--- src/rtl/nn_input_loader.sv ---
// Input loader for the first linear layer: collects N_IN signed activations,
// fires layer_start and holds the vector until layer_done. Optional macro NN_INPUT_CLAMP_EN.
//
// state   | meaning
// --------+-----------------------------------------------
// ST_LOAD | accepting activations into slot idx
// ST_FIRE | one-cycle layer_start pulse, vector frozen
// ST_WAIT | vector frozen until the layer reports done
module nn_input_loader #(
    parameter int N_IN = 4,
    parameter int DW   = 8
) (
    input  logic                 clk,
    input  logic                 rst_n,
    input  logic                 in_valid,
    output logic                 in_ready,
    input  logic [DW-1:0]        in_data,
    input  logic                 flush,
    output logic [N_IN*DW-1:0]   vec_out,
    output logic                 layer_start,
    input  logic                 layer_done,
    output logic                 busy,
    output logic [7:0]           sample_cnt
);

    localparam int IW = (N_IN > 1) ? $clog2(N_IN) : 1;
    localparam logic [IW-1:0] LAST_IDX = IW'(N_IN - 1);

    typedef enum logic [1:0] {
        ST_LOAD = 2'd0,
        ST_FIRE = 2'd1,
        ST_WAIT = 2'd2
    } state_t;

    state_t        state;
    state_t        state_nxt;
    logic [IW-1:0] idx;
    logic [DW-1:0] word_in;
    logic          accept;
    logic          last_word;

`ifdef NN_INPUT_CLAMP_EN
    // Keep activations symmetric (+/-(2^(DW-1)-1)) to match the quantized weight range.
    localparam logic [DW-1:0] MOST_NEG = {1'b1, {(DW-1){1'b0}}};
    assign word_in = (in_data == MOST_NEG) ? (MOST_NEG + 1'b1) : in_data;
`else
    assign word_in = in_data;
`endif

    assign accept    = (state == ST_LOAD) && in_valid && in_ready && !flush;
    assign last_word = accept && (idx == LAST_IDX);

    always_ff @(posedge clk or negedge rst_n) begin
        if (!rst_n) begin
            state <= ST_LOAD;
        end else begin
            state <= state_nxt;
        end
    end

    always_comb begin
        state_nxt = state;
        case (state)
            ST_LOAD: if (last_word) state_nxt = ST_FIRE;
            ST_FIRE: state_nxt = ST_WAIT;
            ST_WAIT: if (layer_done) state_nxt = ST_LOAD;
            default: state_nxt = ST_LOAD;
        endcase
        if (flush) begin
            state_nxt = ST_LOAD;
        end
    end

    always_comb begin
        layer_start = (state == ST_FIRE);
        busy        = (state == ST_FIRE) || (state == ST_WAIT);
    end

    // in_ready is registered from the next state so it drops right after the last word.
    always_ff @(posedge clk or negedge rst_n) begin
        if (!rst_n) begin
            in_ready <= 1'b0;
        end else begin
            in_ready <= (state_nxt == ST_LOAD);
        end
    end

    always_ff @(posedge clk or negedge rst_n) begin
        if (!rst_n) begin
            idx <= '0;
        end else if (flush) begin
            idx <= '0;
        end else if (accept) begin
            idx <= last_word ? '0 : idx + 1'b1;
        end
    end

    always_ff @(posedge clk or negedge rst_n) begin
        if (!rst_n) begin
            vec_out <= '0;
        end else if (accept) begin
            for (int k = 0; k < N_IN; k++) begin
                if (idx == IW'(k)) begin
                    vec_out[k*DW +: DW] <= word_in;
                end
            end
        end
    end

    always_ff @(posedge clk or negedge rst_n) begin
        if (!rst_n) begin
            sample_cnt <= '0;
        end else if ((state == ST_WAIT) && layer_done && !flush) begin
            sample_cnt <= sample_cnt + 8'd1;
        end
    end

endmodule

--- config.mk ---
export PLATFORM = sky130hd
export DESIGN_NAME = nn_input_loader
export DESIGN_NICKNAME = d
export VERILOG_FILES = /design/src/rtl/nn_input_loader.sv
export SDC_FILE = /design/constraint.sdc
export NUM_CORES = 1
export LEC_CHECK = 0
export ABC_AREA = 0
export ABC_CLOCK_PERIOD_IN_PS = 1900
export BUFFER_PORTS_ARGS = -buffer_cell sky130_fd_sc_hd__buf_4
export CAP_MARGIN = 20
export CORE_AREA = 2 2 87 89
export DETAILED_ROUTE_END_ITERATION = 16
export DIE_AREA = 0 0 89 91
export PLACE_DENSITY = 0.52
export SETUP_SLACK_MARGIN = 0.5
export SLEW_MARGIN = 20
export SYNTH_ARGS = -nofsm -noshare
export SYNTH_HDL_FRONTEND = slang
export SYNTH_SLANG_ARGS = --single-unit
export TNS_END_PERCENT = 30
--- constraint.sdc ---
create_clock -name clk -period 1.9 [get_ports clk]
set_input_delay 0.285 -clock clk [delete_from_list [all_inputs] [get_ports clk]]
set_output_delay 0.285 -clock clk [all_outputs]
set_load 0.05 [all_outputs]
# Yosys cells after proc, flatten, opt, wreduce, memory -nomap -nowiden
# Cells that the tools add are included.
# totals
reg_bits	45
inputBits	13
output_inout_bits	43
wordCells	38
# classes
add_sub_neg	2
eq_ne	5
muxes	7
n_reduce_logical	16
# op_table
operator	n
two-way mux 2 bit	6
adder 8 x 1 -> 8 bit, second input constant	1
AND reduction 2 bit	4
equality test 2 bit, second input constant	3
logical AND 1 bit	6
logical NOT 2 bit	3
one-hot mux 2 bit (3 select lines)	1
equality test 2 x 1 -> 1 bit, second input constant	2
adder 2 x 1 -> 2 bit, second input constant	1
nonzero test 2 bit	1
logical NOT 1 bit	1
logical OR 1 bit	1

# Depth between registers and ports, before layout
# depth
ltp_word	9
depth_mapped	6
mapped_depth_nobuf	5

# Worst setup path before layout
# OpenSTA, ideal clock, no wires.
# synth_path
path_type	reg2reg
from	register in_ready
to	register vec_out[24]
setup_ps	125
arrival_ps	1496
required_time_ps	1775
path_slack_ps	279
stages_incl_launch_ff	5
n_path_buf	1
synth_period_minus_slack_ps	1621
cell_sequence	dfrtp_1 -> and4b_1 -> buf_12 -> nand2_8 -> mux2_4
# synth_between
elab_chain_len	3
# synth_lines
item	line	rtl
from (decl)	16	output logic in_ready,
from (signal assigned)	84	in_ready <= (state_nxt == ST_LOAD);
logical AND 1 bit (2 in a row)	50	assign accept = (state == ST_LOAD) && in_valid && in_ready && !flush;
AND reduction 2 bit (no source line)	n/a	
to (signal, indexed assignment)	104	vec_out[k*DW +: DW] <= word_in;
to (decl)	19	output logic [N_IN*DW-1:0] vec_out,
# Every way passes these cells.
# A chain may end at the register's enable or synchronous reset.

# Final worst setup path
# layout_path
from	register state[1]
to	register vec_out[1]
# layout_between
elab_chain_len	5
# layout_lines
item	line	rtl
from (decl)	35	state_t state;
from (signal assigned)	57	state <= state_nxt;
logical NOT 2 bit	50	
logical AND 1 bit (3 in a row)	50	
AND reduction 2 bit (no source line)	n/a	
# Every way passes these cells.

==> flow_summary.json <==
{
  "status": "finished with violations",
  "violations": "hold timing",
  "place.gp.congestion": 0.758,
  "overflow": 0,
  "worst_pin_slew_ns": 0.577,
  "drc": 0,
  "antenna_found_initial": 0,
  "cts_tree": "done",
  "root_buffer": "clkbuf_8",
  "critPathKind": "flip-flop to flip-flop",
  "grt_max_degree": 46,
  "final_nets": 221,
  "hold_viol_final": 31,
  "drt_wl_total_um": 4290,
  "hold_class": "input pin to async pin",
  "cts_made_buffers": 5,
  "p_per_area_mw_per_mm2": 1190,
  "routedWlPerCell_um": 14.4,
  "setup_violations": 0,
  "tns_ns": 0,
  "ys_seq_elements": 45,
  "numPortBuffers": 55,
  "finalCritPeriodShare": 0.822,
  "syn_inst": 133,
  "syn_area_per_cell_um2": 15.6,
  "post_drt_via_cell_ratio": 4.28,
  "cap_viol_max_count": 0,
  "slew_viol_final": 0,
  "clkLatencyLatePin_ns": 0.29,
  "initial_core_util": 0.291,
  "first_pass_iters": 4,
  "grt_pass1_wl_um": 7030,
  "die_h_um": 91,
  "postCtsHoldBufs": 0,
  "antenna_left": 0,
  "design_area_mm2": 0.00275,
  "crit_path_max_incr_delay_ns": 0.41,
  "startpoint_type": "flip-flop",
  "synth.most_common_cell": "dfrtp_1",
  "grtUsageTotal": 0.113,
  "required_ns": 2.09,
  "core_mm2": 0.00714,
  "synthFlopType": "dfrtp_1",
  "clkSlewWorstSetupHoldPaths_ns": 0.09,
  "min_period_ns": 1.56,
  "placed_area_mm2": 0.00262,
  "cp_max_fo": 8,
  "gr-usage-met1": 0.167,
  "synth_top_cell_area_share": 0.543,
  "dp_hpwl_um": 2960,
  "holdWs_ns": -0.0147,
  "route.vias.total": 1279,
  "syn_to_final_growth_pct": 32.6,
  "die_w_um": 89,
  "crit_slowest_cell": "dfrtp_1",
  "met2_usage": 0.155,
  "reg2regPathDepth": 6,
  "drive_above_1_share": 0.550,
  "async_reset_ff_frac": 1.00,
  "grt_pass1_vias": 1319,
  "rows": 31,
  "slew-limit-headroom": 0.616,
  "crit_arrival_ns": 1.75,
  "htree_num_levels": 2,
  "synth_cell_type_count": 25,
  "ys_seq_area_frac": 0.543,
  "synth_top_cell_by_area": "dfrtp_1",
  "drtIter0Drc": 30,
  "clock.fmax_mhz": 640,
  "use_met3": 0.0445,
  "syn_nets": 155,
  "cp_cell_sequence": "inv_2 -> ha_4 -> and4b_1 -> buf_12 -> nand2_8 -> mux2_4",
  "synth.area.top_cells": "dfrtp_1 (54%), mux2_4 (23%), ha_1 (5.4%), nand2_8 (3.9%), xor2_1 (1.7%)",
  "diodes": 0,
  "cts_sinks": 45,
  "finalClockSkew_ns": 0.00646,
  "synth_edf_count": 0,
  "cts_buffer_depth": 2,
  "cp-end-kind": "flip-flop",
  "die_area_mm2": 0.00810,
  "yosysWarningCount": 0,
  "power_leakage_nw": 1.40,
  "rsz0062_at_grt": "true",
  "pin_count": 56,
  "grt-busiest-layer": "met1",
  "syn_area_mm2": 0.00207,
  "yosys-top-cells-count": "dfrtp_1 (45), mux2_4 (32), ha_1 (9)",
  "ir_drop_mv": 0.407
}
[registers in the layout, indices dropped and copies added (netlist names)]
name,count
state,2
in_ready,1
vec_out,32
sample_cnt,8
idx,2
[final timing paths]
path,startpoint,endpoint,slack (ns)
min,rst_n,vec_out[19],-0.01
max in group asynchronous,rst_n,in_ready,1.51
max reg2reg,state[1],vec_out[1],0.34
max,state[1],vec_out[1],0.34
min reg2reg,sample_cnt[7],sample_cnt[7],0.48
min in group clk,flush,idx[0],0.19
[cell families after synthesis]
| kind of cell | count (synthesis) | share of synthesized area |
|---|---|---|
| muxes | 34 | 0.242 |
| buffers and inverters | 7 | 0.0205 |
| and+or+nand+nor | 25 | 0.0935 |
| adders and majority gates | 9 | 0.0543 |
| xor gates and xnor gates | 7 | 0.0296 |
| AOI/OAI and AO/OA | 6 | 0.0175 |
| DFF | 45 | 0.543 |
[layout by cell type (no fill, tap or decap), drive strengths merged]
cell,netlist,routed
buf,1,60
dfrtp,45,45
mux2,33,33
ha,9,9
nand2,7,7
nor2,6,6
clkbuf,0,6
inv,6,6
xor2,4,4
xnor2,3,3
a21oi,2,2
o21ai,2,2
nand4b,2,2
nor3,2,2
nand3,2,2
clkinvlp,0,2
and4b,1,1
nor2b,1,1
a211oi,1,1
o22a,1,1
nand3b,1,1
or3,1,1
nand4,1,1
nor4,1,1
mux2i,1,1
[per-stage QoR]
step | hold slack (ns) | util | cells | setup slack [ns] | power, mW
2_1_floorplan | -0.0106 | - | 133 | 0.349 | 2.28
3_3_place_gp | 0.333 | 0.366 | 287 | 0.263 | 2.72
3_5_place_dp | 0.330 | 0.366 | 287 | 0.250 | 2.72
4_1_cts | 0.00180 | 0.385 | 299 | 0.350 | 3.33
5_1_grt | 0.0179 | 0.386 | 299 | 0.282 | 3.45
6_report | -0.0147 | 0.386 | 299 | 0.337 | 3.29
[layout make-up]
class	instances	area, µm²
Clock buffer	6	72.6
Clock inverter	2	15.0
Fill cell	700	4390
Inverter	6	22.5
Multi-Input combinational cell	81	923
Sequential cell	45	1130
Tap cell	99	124
Timing Repair Buffer	60	467
[critical path: cells and delay by family, from the launching register on]
family                     cells  cell delay [ns]
DFF                            1             0.41
adders and majority gates      1             0.13
and+or+nand+nor                2             0.34
muxes                          1             0.32
buffers and inverters          2             0.26
[per-layer routing]
metal	part of all wire	wire, µm
met1	0.49	2100
met2	0.42	1790
met3	0.090	385
met4	0.0056	24
met5	0	0
[repair_timing]
item | 4_1_cts | 5_1_grt
setup buffers | 4 | 0
resized for setup | 5 | 1
endpoints found under the setup margin | 40 | 43
pin swaps | 1 | 0
[where the power goes]
group	switching, mW	internal, mW
registers	0.127	1.15
clock network	0.330	0.259
logic	0.892	0.528
(Power assumes the default switching activity.)
